<file path="config.mk">
export PLATFORM = sky130hd
export DESIGN_NAME = ahb_csr_bridge_flat
export DESIGN_NICKNAME = d
export VERILOG_FILES = /design/src/rtl/ahb_csr_bridge_if.sv /design/src/rtl/ahb_csr_bridge.sv /design/src/flat_wrapper.sv
export SDC_FILE = /design/constraint.sdc
export NUM_CORES = 1
export LEC_CHECK = 0
export CORE_MARGIN = 1.5
export CORE_UTILIZATION = 40
export CTS_BUF_LIST = sky130_fd_sc_hd__clkbuf_4 sky130_fd_sc_hd__clkbuf_8
export CTS_CLUSTER_DIAMETER = 100
export DETAILED_ROUTE_END_ITERATION = 7
export GPL_TIMING_DRIVEN = 1
export PLACE_DENSITY = 0.82
export SLEW_MARGIN = 20
export SYNTH_ARGS = -nofsm -noshare
export SYNTH_HDL_FRONTEND = slang
export SYNTH_SLANG_ARGS = --single-unit
export TNS_END_PERCENT = 30
</file>
<file path="constraint.sdc">
create_clock -name hclk_i -period 4.9 [get_ports hclk_i]
set_input_delay 0.735 -clock hclk_i [delete_from_list [all_inputs] [get_ports hclk_i]]
set_output_delay 0.735 -clock hclk_i [all_outputs]
set_load 0.02 [all_outputs]
</file>
<file path="src/rtl/ahb_csr_bridge_if.sv">
// ahb_csr_bridge_if: AHB-Lite subordinate port plus CSR cpuif port.
// slave = bridge side, master = fabric + register block side.
interface ahb_csr_bridge_if #(
  parameter int AHB_DATA_WIDTH = 64,
  parameter int AHB_ADDR_WIDTH = 32,
  parameter int CSR_DATA_WIDTH = 32,
  parameter int CSR_ADDR_WIDTH = 12
);
  logic [AHB_ADDR_WIDTH-1:0]   haddr_i;
  logic [2:0]                  hsize_i;
  logic [1:0]                  htrans_i;
  logic                        hwrite_i;
  logic                        hsel_i;
  logic                        hready_i;
  logic [AHB_DATA_WIDTH-1:0]   hwdata_i;
  logic [AHB_DATA_WIDTH/8-1:0] hwstrb_i;
  logic [AHB_DATA_WIDTH-1:0]   hrdata_o;
  logic                        hreadyout_o;
  logic                        hresp_o;

  logic                        cpuif_req_o;
  logic                        cpuif_req_is_wr_o;
  logic [CSR_ADDR_WIDTH-1:0]   cpuif_addr_o;
  logic [CSR_DATA_WIDTH-1:0]   cpuif_wr_data_o;
  logic [CSR_DATA_WIDTH-1:0]   cpuif_wr_biten_o;
  logic                        cpuif_req_stall_wr_i;
  logic                        cpuif_req_stall_rd_i;
  logic                        cpuif_rd_ack_i;
  logic                        cpuif_rd_err_i;
  logic [CSR_DATA_WIDTH-1:0]   cpuif_rd_data_i;
  logic                        cpuif_wr_ack_i;
  logic                        cpuif_wr_err_i;

  modport slave (
    input  haddr_i, hsize_i, htrans_i, hwrite_i,
    input  hsel_i, hready_i, hwdata_i, hwstrb_i,
    output hrdata_o, hreadyout_o, hresp_o,
    output cpuif_req_o, cpuif_req_is_wr_o, cpuif_addr_o,
    output cpuif_wr_data_o, cpuif_wr_biten_o,
    input  cpuif_req_stall_wr_i, cpuif_req_stall_rd_i,
    input  cpuif_rd_ack_i, cpuif_rd_err_i, cpuif_rd_data_i,
    input  cpuif_wr_ack_i, cpuif_wr_err_i
  );

  modport master (
    output haddr_i, hsize_i, htrans_i, hwrite_i,
    output hsel_i, hready_i, hwdata_i, hwstrb_i,
    input  hrdata_o, hreadyout_o, hresp_o,
    input  cpuif_req_o, cpuif_req_is_wr_o, cpuif_addr_o,
    input  cpuif_wr_data_o, cpuif_wr_biten_o,
    output cpuif_req_stall_wr_i, cpuif_req_stall_rd_i,
    output cpuif_rd_ack_i, cpuif_rd_err_i, cpuif_rd_data_i,
    output cpuif_wr_ack_i, cpuif_wr_err_i
  );
endinterface

</file>
<file path="src/rtl/ahb_csr_bridge.sv">
// ahb_csr_bridge: AHB-Lite subordinate to CSR cpuif bridge.
// Ports: hclk_i, hreset_i (sync, active high), bus (AHB + cpuif).
module ahb_csr_bridge #(
  parameter int AHB_DATA_WIDTH = 64,
  parameter int AHB_ADDR_WIDTH = 32,
  parameter int CSR_DATA_WIDTH = 32,
  parameter int CSR_ADDR_WIDTH = 12,
  parameter int ACK_TIMEOUT    = 255
) (
  input  logic hclk_i,
  input  logic hreset_i,
  ahb_csr_bridge_if.slave bus
);
  localparam int AB      = AHB_DATA_WIDTH / 8;
  localparam int CB      = CSR_DATA_WIDTH / 8;
  localparam int AHB_LSB = $clog2(AB);
  localparam int CSR_LSB = $clog2(CB);
  localparam int NLANE   = AHB_DATA_WIDTH / CSR_DATA_WIDTH;
  localparam int LW      = (NLANE > 1) ? $clog2(NLANE) : 1;
  localparam int CW      = (ACK_TIMEOUT > 0) ? $clog2(ACK_TIMEOUT + 1) : 1;

  localparam logic [2:0] S_IDLE = 3'd0;
  localparam logic [2:0] S_REQ  = 3'd1;
  localparam logic [2:0] S_RESP = 3'd2;
  localparam logic [2:0] S_ERR1 = 3'd3;
  localparam logic [2:0] S_ERR2 = 3'd4;

  logic [2:0]                r_state;
  logic [2:0]                w_next;
  logic [CSR_ADDR_WIDTH-1:0] r_addr;
  logic [CSR_LSB-1:0]        r_off;
  logic [2:0]                r_size;
  logic                      r_write;
  logic [LW-1:0]             r_lane;
  logic                      r_first;
  logic [CSR_DATA_WIDTH-1:0] r_wdata;
  logic [CB-1:0]             r_bmask;
  logic [CW-1:0]             r_cnt;
  logic [AHB_DATA_WIDTH-1:0] r_hrdata;

  logic                      w_accept;
  logic                      w_too_big;
  logic                      w_misal;
  logic                      w_bad;
  logic [AHB_ADDR_WIDTH-1:0] w_amask;
  logic [AHB_LSB-1:0]        w_boff;
  logic [LW-1:0]             w_lane;
  logic [CSR_ADDR_WIDTH-1:0] w_caddr;
  logic                      w_ack;
  logic                      w_err;
  logic                      w_tmo;
  logic                      w_req;
  logic                      w_wr_req;
  logic [CSR_DATA_WIDTH-1:0] w_wslice;
  logic [CB-1:0]             w_strb;
  logic [CB-1:0]             w_bmask;
  logic [CB-1:0]             w_bm_cur;
  logic [CSR_DATA_WIDTH-1:0] w_biten;
  logic                      w_unused;

  // cpuif outputs are frozen for all of REQ, so a stall needs no handling.
  assign w_unused = ^{bus.cpuif_req_stall_wr_i,
                      bus.cpuif_req_stall_rd_i,
                      bus.htrans_i[0]};

  assign w_accept = bus.hsel_i & bus.hready_i & bus.htrans_i[1]
                  & (r_state == S_IDLE | r_state == S_RESP);

  assign w_amask   = (AHB_ADDR_WIDTH'(1) << bus.hsize_i)
                   - AHB_ADDR_WIDTH'(1);
  assign w_too_big = (32'd8 << bus.hsize_i) > 32'(CSR_DATA_WIDTH);
  assign w_misal   = |(bus.haddr_i & w_amask);
  assign w_bad     = w_too_big | w_misal;

  assign w_boff  = bus.haddr_i[AHB_LSB-1:0];
  assign w_lane  = LW'(w_boff >> CSR_LSB);
  assign w_caddr = bus.haddr_i[CSR_ADDR_WIDTH-1:0]
                 & ~CSR_ADDR_WIDTH'(CB - 1);

  assign w_ack = r_write ? bus.cpuif_wr_ack_i : bus.cpuif_rd_ack_i;
  assign w_err = r_write ? bus.cpuif_wr_err_i : bus.cpuif_rd_err_i;
  assign w_tmo = (ACK_TIMEOUT != 0)
              && (32'(r_cnt) + 32'd1 >= 32'(ACK_TIMEOUT));

  always_comb begin
    w_next = r_state;
    unique case (r_state)
      S_IDLE, S_RESP: begin
        if (w_accept) w_next = w_bad ? S_ERR1 : S_REQ;
        else          w_next = S_IDLE;
      end
      S_REQ: begin
        if (w_ack)      w_next = w_err ? S_ERR1 : S_RESP;
        else if (w_tmo) w_next = S_ERR1;
      end
      S_ERR1:  w_next = S_ERR2;
      S_ERR2:  w_next = S_IDLE;
      default: w_next = S_IDLE;
    endcase
  end

  always_comb begin
    w_wslice = '0;
    w_strb   = '0;
    for (int l = 0; l < NLANE; l++) begin
      if (r_lane == LW'(l)) begin
        w_wslice = bus.hwdata_i[l*CSR_DATA_WIDTH +: CSR_DATA_WIDTH];
        w_strb   = bus.hwstrb_i[l*CB +: CB];
      end
    end
  end

  // Byte enabled when inside [offset, offset+size) and strobed.
  always_comb begin
    w_bmask = '0;
    for (int b = 0; b < CB; b++) begin
      w_bmask[b] = w_strb[b]
                && (b >= int'(r_off))
                && (b < int'(r_off) + (1 << r_size));
    end
  end

  assign w_req    = (r_state == S_REQ);
  assign w_wr_req = w_req & r_write;
  // First REQ cycle uses the live data phase; later cycles the copy.
  assign w_bm_cur = r_first ? w_bmask : r_bmask;

  always_comb begin
    w_biten = '0;
    for (int b = 0; b < CB; b++) begin
      w_biten[b*8 +: 8] = {8{w_wr_req & w_bm_cur[b]}};
    end
  end

  assign bus.cpuif_req_o       = w_req;
  assign bus.cpuif_req_is_wr_o = w_wr_req;
  assign bus.cpuif_addr_o      = w_req ? r_addr : '0;
  assign bus.cpuif_wr_data_o   = w_wr_req
                               ? (r_first ? w_wslice : r_wdata) : '0;
  assign bus.cpuif_wr_biten_o  = w_biten;

  assign bus.hreadyout_o = ~(r_state == S_REQ | r_state == S_ERR1);
  assign bus.hresp_o     = (r_state == S_ERR1) | (r_state == S_ERR2);
  assign bus.hrdata_o    = r_hrdata;

  always_ff @(posedge hclk_i) begin
    if (hreset_i) begin
      r_state  <= S_IDLE;
      r_addr   <= '0;
      r_off    <= '0;
      r_size   <= '0;
      r_write  <= 1'b0;
      r_lane   <= '0;
      r_first  <= 1'b0;
      r_wdata  <= '0;
      r_bmask  <= '0;
      r_cnt    <= '0;
      r_hrdata <= '0;
    end else begin
      r_state <= w_next;
      r_first <= w_accept & ~w_bad;
      if (w_accept) begin
        r_addr  <= w_caddr;
        r_off   <= bus.haddr_i[CSR_LSB-1:0];
        r_size  <= bus.hsize_i;
        r_write <= bus.hwrite_i;
        r_lane  <= w_lane;
        r_cnt   <= '0;
      end
      if (w_req) begin
        if (r_first) begin
          r_wdata <= w_wslice;
          r_bmask <= w_bmask;
        end
        if (!w_ack) r_cnt <= r_cnt + CW'(1);
        if (w_ack && !w_err && !r_write) begin
          r_hrdata <= {NLANE{bus.cpuif_rd_data_i}};
        end
      end
    end
  end
endmodule

</file>
<file path="src/flat_wrapper.sv">
// flat-port wrapper written by rule: the top's interface ports become plain ports
module ahb_csr_bridge_flat 
#(
  parameter int AHB_DATA_WIDTH = 64,
  parameter int AHB_ADDR_WIDTH = 32,
  parameter int CSR_DATA_WIDTH = 32,
  parameter int CSR_ADDR_WIDTH = 12,
  parameter int ACK_TIMEOUT    = 255
)
  (hclk_i, hreset_i, bus_haddr_i, bus_hsize_i, bus_htrans_i, bus_hwrite_i, bus_hsel_i, bus_hready_i, bus_hwdata_i, bus_hwstrb_i, bus_hrdata_o, bus_hreadyout_o, bus_hresp_o, bus_cpuif_req_o, bus_cpuif_req_is_wr_o, bus_cpuif_addr_o, bus_cpuif_wr_data_o, bus_cpuif_wr_biten_o, bus_cpuif_req_stall_wr_i, bus_cpuif_req_stall_rd_i, bus_cpuif_rd_ack_i, bus_cpuif_rd_err_i, bus_cpuif_rd_data_i, bus_cpuif_wr_ack_i, bus_cpuif_wr_err_i);
  ahb_csr_bridge_if #(.AHB_DATA_WIDTH(AHB_DATA_WIDTH), .AHB_ADDR_WIDTH(AHB_ADDR_WIDTH), .CSR_DATA_WIDTH(CSR_DATA_WIDTH), .CSR_ADDR_WIDTH(CSR_ADDR_WIDTH)) bus_i ();
  input  logic hclk_i;
  input  logic hreset_i;
  input wire logic [$bits(bus_i.haddr_i)-1:0] bus_haddr_i;
  input wire logic [$bits(bus_i.hsize_i)-1:0] bus_hsize_i;
  input wire logic [$bits(bus_i.htrans_i)-1:0] bus_htrans_i;
  input wire logic [$bits(bus_i.hwrite_i)-1:0] bus_hwrite_i;
  input wire logic [$bits(bus_i.hsel_i)-1:0] bus_hsel_i;
  input wire logic [$bits(bus_i.hready_i)-1:0] bus_hready_i;
  input wire logic [$bits(bus_i.hwdata_i)-1:0] bus_hwdata_i;
  input wire logic [$bits(bus_i.hwstrb_i)-1:0] bus_hwstrb_i;
  output wire logic [$bits(bus_i.hrdata_o)-1:0] bus_hrdata_o;
  output wire logic [$bits(bus_i.hreadyout_o)-1:0] bus_hreadyout_o;
  output wire logic [$bits(bus_i.hresp_o)-1:0] bus_hresp_o;
  output wire logic [$bits(bus_i.cpuif_req_o)-1:0] bus_cpuif_req_o;
  output wire logic [$bits(bus_i.cpuif_req_is_wr_o)-1:0] bus_cpuif_req_is_wr_o;
  output wire logic [$bits(bus_i.cpuif_addr_o)-1:0] bus_cpuif_addr_o;
  output wire logic [$bits(bus_i.cpuif_wr_data_o)-1:0] bus_cpuif_wr_data_o;
  output wire logic [$bits(bus_i.cpuif_wr_biten_o)-1:0] bus_cpuif_wr_biten_o;
  input wire logic [$bits(bus_i.cpuif_req_stall_wr_i)-1:0] bus_cpuif_req_stall_wr_i;
  input wire logic [$bits(bus_i.cpuif_req_stall_rd_i)-1:0] bus_cpuif_req_stall_rd_i;
  input wire logic [$bits(bus_i.cpuif_rd_ack_i)-1:0] bus_cpuif_rd_ack_i;
  input wire logic [$bits(bus_i.cpuif_rd_err_i)-1:0] bus_cpuif_rd_err_i;
  input wire logic [$bits(bus_i.cpuif_rd_data_i)-1:0] bus_cpuif_rd_data_i;
  input wire logic [$bits(bus_i.cpuif_wr_ack_i)-1:0] bus_cpuif_wr_ack_i;
  input wire logic [$bits(bus_i.cpuif_wr_err_i)-1:0] bus_cpuif_wr_err_i;
  assign bus_i.haddr_i = bus_haddr_i;
  assign bus_i.hsize_i = bus_hsize_i;
  assign bus_i.htrans_i = bus_htrans_i;
  assign bus_i.hwrite_i = bus_hwrite_i;
  assign bus_i.hsel_i = bus_hsel_i;
  assign bus_i.hready_i = bus_hready_i;
  assign bus_i.hwdata_i = bus_hwdata_i;
  assign bus_i.hwstrb_i = bus_hwstrb_i;
  assign bus_hrdata_o = bus_i.hrdata_o;
  assign bus_hreadyout_o = bus_i.hreadyout_o;
  assign bus_hresp_o = bus_i.hresp_o;
  assign bus_cpuif_req_o = bus_i.cpuif_req_o;
  assign bus_cpuif_req_is_wr_o = bus_i.cpuif_req_is_wr_o;
  assign bus_cpuif_addr_o = bus_i.cpuif_addr_o;
  assign bus_cpuif_wr_data_o = bus_i.cpuif_wr_data_o;
  assign bus_cpuif_wr_biten_o = bus_i.cpuif_wr_biten_o;
  assign bus_i.cpuif_req_stall_wr_i = bus_cpuif_req_stall_wr_i;
  assign bus_i.cpuif_req_stall_rd_i = bus_cpuif_req_stall_rd_i;
  assign bus_i.cpuif_rd_ack_i = bus_cpuif_rd_ack_i;
  assign bus_i.cpuif_rd_err_i = bus_cpuif_rd_err_i;
  assign bus_i.cpuif_rd_data_i = bus_cpuif_rd_data_i;
  assign bus_i.cpuif_wr_ack_i = bus_cpuif_wr_ack_i;
  assign bus_i.cpuif_wr_err_i = bus_cpuif_wr_err_i;
  ahb_csr_bridge #(.AHB_DATA_WIDTH(AHB_DATA_WIDTH), .AHB_ADDR_WIDTH(AHB_ADDR_WIDTH), .CSR_DATA_WIDTH(CSR_DATA_WIDTH), .CSR_ADDR_WIDTH(CSR_ADDR_WIDTH), .ACK_TIMEOUT(ACK_TIMEOUT)) u_core (.hclk_i(hclk_i), .hreset_i(hreset_i), .bus(bus_i));
endmodule
</file>
Word-level counts from Yosys, hierarchy flattened
Cells that the tools add are included.
- output and inout bits: 144
- flip-flop bits (word level): 129
- latch bits: 0
- logic and storage cells: 80
- ROM bits: 0
- memories: 0
- memory bits (writable): 0
- input bits: 152
- div/mod/pow operators: 0
- equality and inequality tests: 5
- $add $sub $neg: 4
- bitwise logic cells: 16
- multipliers: 0
- reductions and logical operators: 15
- muxes and demuxes: 17
- $lt $le $gt $ge: 9
- shifts and indexed selects: 3
- operator list (kind ; number):
    32-bit 2-to-1 mux ; 3
    3-bit by 32-bit < comparator with 1-bit output (first input constant) ; 2
    1-bit by 3-bit << shifter with 32-bit output (first input constant) ; 2
    3-bit by 32-bit adder with 32-bit output ; 1
    32-bit bitwise AND ; 1
    32-bit by 8-bit greater-or-equal comparator with 1-bit output (second input constant) ; 1
    32-bit by 6-bit > comparator with 1-bit output (second input constant) ; 1
    1-bit by 32-bit < comparator with 1-bit output (first input constant) ; 1
    2-bit by 32-bit < comparator with 1-bit output (first input constant) ; 1
    32-bit OR reduction ; 1
    4-bit by 3-bit << shifter with 32-bit output (first input constant) ; 1
    32-bit by 2-bit subtractor with 32-bit output (second input constant) ; 1
    8-bit 2-to-1 mux ; 3
    12-bit 2-to-1 mux ; 1
    8-bit by 1-bit adder with 9-bit output (second input constant) ; 1
    1-bit bitwise AND ; 9
    1-bit logical AND ; 9
    3-bit 2-to-1 mux ; 3
    3-bit one-hot mux with 3 select lines ; 1
    8-bit by 1-bit adder with 8-bit output (second input constant) ; 1
    4-bit 2-to-1 mux ; 2
    3-bit by 2-bit equality test with 1-bit output (second input constant) ; 2
    1-bit by 2-bit greater-or-equal comparator with 1-bit output (first input constant) ; 2
    1-bit bitwise OR ; 4
    11 further kinds ; 15

Longest topological paths before layout
- depth after elaboration: 8
- depth in mapped cells: 10
- gate-level depth less buffers: 8

Least setup slack after synthesis
OpenSTA, ideal clock, no wires.
- kind: reg-to-output
- from: register u_core.r_size[1]
- to: output port bus_cpuif_wr_biten_o[1]
- slack: 1718 ps
- arrival: 2447 ps
- buffers on the path: 1
- stages on the path, launching flop included: 10
- data required time: 4165 ps
- cell sequence: dfxtp_1 -> nor3_1 -> ha_1 -> fa_1 -> nand2_1 -> a2111oi_0 -> o21bai_1 -> o31ai_1 -> a21oi_1 -> buf_4
- longest elaborated chain between the ends: 6
- RTL lines (element ; RTL line ; source):
    from (decl) ; ahb_csr_bridge.sv:32 ; logic [2:0] r_size;
    from (signal assigned) ; ahb_csr_bridge.sv:165 ; r_size <= bus.hsize_i;
    1-bit by 3-bit << shifter with 32-bit output ; ahb_csr_bridge.sv:119 ; && (b < int'(r_off) + (1 << r_size));
    3-bit by 32-bit adder with 32-bit output ; ahb_csr_bridge.sv:119 ;
    1-bit by 32-bit < comparator with 1-bit output ; ahb_csr_bridge.sv:119 ;
    1-bit logical AND ; ahb_csr_bridge.sv:119 ;
    4-bit 2-to-1 mux ; ahb_csr_bridge.sv:126 ; assign w_bm_cur = r_first ? w_bmask : r_bmask;
    1-bit bitwise AND ; ahb_csr_bridge.sv:131 ; w_biten[b*8 +: 8] = {8{w_wr_req & w_bm_cur[b]}};
    to (decl) ; flat_wrapper.sv:29 ; output wire logic [$bits(bus_i.cpuif_wr_biten_o)-1:0] bus_cpuif_wr_biten_o;
Every way passes these cells.

Worst setup path after layout
- from: register u_core.r_size[1]
- to: output port bus_cpuif_wr_biten_o[27]
- longest elaborated chain between the ends: 6
- RTL lines (element ; RTL line):
    1-bit by 3-bit << shifter with 32-bit output ; ahb_csr_bridge.sv:119
    3-bit by 32-bit adder with 32-bit output ; ahb_csr_bridge.sv:119
    3-bit by 32-bit < comparator with 1-bit output ; ahb_csr_bridge.sv:119
    1-bit logical AND ; ahb_csr_bridge.sv:119
    4-bit 2-to-1 mux ; ahb_csr_bridge.sv:126
    1-bit bitwise AND ; ahb_csr_bridge.sv:131
Every way passes these cells.

==> run summary <==
Clock Latency Late Sink = 0.36 ns
boundary pin count = 296
Final HPWL DP = 10500 µm
initial core utilization = 41.1%
crit path kind = flip-flop to output port
Final Cycle Share = 84.2%
Clock transition at path regs = 0.09 ns
PortBufs = 283
total track usage = 19.2%
number of enable flip-flop cells after synthesis = 0
R2R Path End = u_core.r_wdata[29]
top cells by instance count after synthesis = nand2_1, dfxtp_1, nor2_1
ANT nets after route = 0
Critical Path End Type = output port
startpoint types = flip-flop
Lkg Pwr = 0.00255 µW
Post-Synth Simple-Gate Area = 20.9%
first-pass GRT wire length = 22800 µm
initial antenna violation count = 0
cell taking the most area after synthesis = dfxtp_1
share of layout cells above drive strength 1 = 7.15%
drt total wl = 14400 µm
fmax = 0.242 GHz
syn avg cell area = 8.11 µm²
Power Dens Cells = 204 nW/µm²
share of Yosys cell area claimed by the top area cell type = 35.1%
Layout Area Growth over Synthesis = 47.6%
Post-Synth Adder-Cell Area = 1.74%
final setup skew = 0.0124 ns
post-synthesis compound-gate area fraction = 21.1%
Max Cap Viol = 0
drt via density = 4.93
Reg-to-Reg Start = u_core.r_state[2]
main combinational cell family by area after synthesis = compound AO/OA/AOI/OAI gates
RePlAce Congestion = 0.847
post-DR wirelength/cell = 13.8 µm
core box area = 13300 µm²
Req. time, crit path = 4.16 ns
cts hold-fix bufs = 0
R2R depth = 6
worst reg2reg setup slack = 2.63 ns
CTS tree = built
fin area = 8070 µm²
cts bufs inserted = 9
min cycle time layout = 4.12 ns
Synth Register Bits = 96
Die X-Extent = 120 µm
slew margin rel. = 47.9%
postcts setup bufs = 0
RSZ-0062 raised after global routing = no
post-synthesis xor/xnor area fraction = 0.641%
# nets final = 1022
largest net degree at the start of global routing = 73
status = complete, no violations
Final setup violation count = 0
Root Buffer = clkbuf_8
area of placed instances = 7830 µm²
Post-Synthesis Cells = 674
Multi-input gate area = 2800 µm²
Hold WC Path Type = flip-flop to flip-flop
Post-CTS Resized = 0
Final Util = 60.7%
drt first pass iters = 4
maximum vdd ir drop = 0.118 mV
CP max FO = 8
Yosys cell types = 52
Sink Count = 96
post-synthesis mux area share = 6.43%
total area of sequential cells = 1920 µm²
# diodes = 0
row count = 42
vias in the first global route = 4723
DRT iter0 DRCs = 243
gr ovfl total = 0
Worst Hold Endpoint = u_core.r_addr[11]
count of pins over their slew limit = 0
transition time of the tightest slew-check pin = 0.782 ns
register area share after synthesis = 35.1%
Die Span Y = 120 µm
DIE AREA = 14400 µm²
top-count cell post-synth = nand2_1
Synth async-reset ratio = 0%
Longest Clk Path Bufs = 2
Hold Path Cell Cnt = 2
setup tns final = 0 ns
DR vias = 5137
Max H-tree Level = 3
Synth area leaders = dfxtp_1, buf_4, nand2_1
min-delay src = u_core.r_addr[11]
Fillers = 1185
Remaining DRCs = 0
top_reg_cell synth = dfxtp_1
Yosys warnings = 0
final hold viol count = 0
CP arrival = 3.39 ns
Post-Syn Area = 5470 µm²
## flip-flops by register name, summed over array words and instances (netlist names)
register	cells
u_core.r_write	1
u_core.r_wdata	32
u_core.r_addr	10
u_core.r_size	3
u_core.bus.hrdata_o	32
u_core.r_cnt	8
u_core.r_off	2
u_core.r_state	3
u_core.r_first	1
u_core.r_bmask	4
## how the worst max path moves through the flow
stage,from,end,slack (ns)
after global placement,u_core.r_size[1],bus_cpuif_wr_biten_o[31],1.15
final,u_core.r_size[1],bus_cpuif_wr_biten_o[27],0.78
after floorplan,u_core.r_size[1],bus_cpuif_wr_biten_o[1],1.72
after global routing,u_core.r_size[1],bus_cpuif_wr_biten_o[24],0.48
after CTS,u_core.r_size[1],bus_cpuif_wr_biten_o[30],0.67
after detailed placement,u_core.r_size[1],bus_cpuif_wr_biten_o[30],1.08
## cell families after synthesis
group                    after synthesis
AND/OR/NAND/NOR                      256
buffers and inverters                117
flip-flops                            96
adder cells (fa/ha/maj)                7
other                                  1
AO/OA/AOI/OAI                        158
multiplexers                          35
XOR/XNOR                               4
## routing by layer
metal	wire length [µm]	up-vias	share of wire [%]	GRT usage [%]
met1	6360	2306	44	24.7
met5	0	-	0	0
met3	1130	12	7.8	4.28
li1	-	2629	-	-
met2	6760	190	47	32.3
met4	172	0	1.2	5.73
## worst max-delay path, cell delays in order (launching register included)
cell	delay, ns
dfxtp_1	0.40
nor3_1	0.07
ha_1	0.20
fa_1	0.39
nand2_1	0.08
a2111oi_0	0.05
o21bai_1	0.39
nand3_1	0.13
a21oi_1	0.58
clkdlybuf4s50_1	0.73
## report_power, final
part           internal [µW]  switching (µW)  leakage, µW
registers                788            6.91     0.000776
clock network            343             274     0.000116
logic                    138            95.1      0.00166
## layout by cell type (no fill, tap or decap), drive strengths merged, types with 6 or more instances in the layout
master / count
o21ai: 9
nor2: 85
clkbuf: 10
ha: 6
nand3: 6
inv: 6
nand2b: 10
and2: 11
nand2: 112
a21oi: 64
clkdlybuf4s50: 282
a211oi: 66
buf: 6
mux2i: 34
dfxtp: 96
## layout make-up
class                           count  share of cell area, %
Clock inverter                      5                   1.32
Timing Repair Buffer              288                   35.5
Multi-Input combinational cell    462                   34.6
Clock buffer                       10                   1.63
Inverter                            6                  0.310
Sequential cell                    96                   23.8
Tap cell                          176                   2.73
## stage by stage
stage	power (µW)	setup slack, ns	std cells	hold WS (ns)
after floorplan	907	1.72	675	0.432
after global placement	1040	1.15	1028	0.437
after detailed placement	1050	1.08	1028	0.442
after CTS	1670	0.675	1043	0.456
after global routing	1720	0.485	1043	0.479
final	1640	0.775	1043	0.453
(Power assumes the default switching activity.)
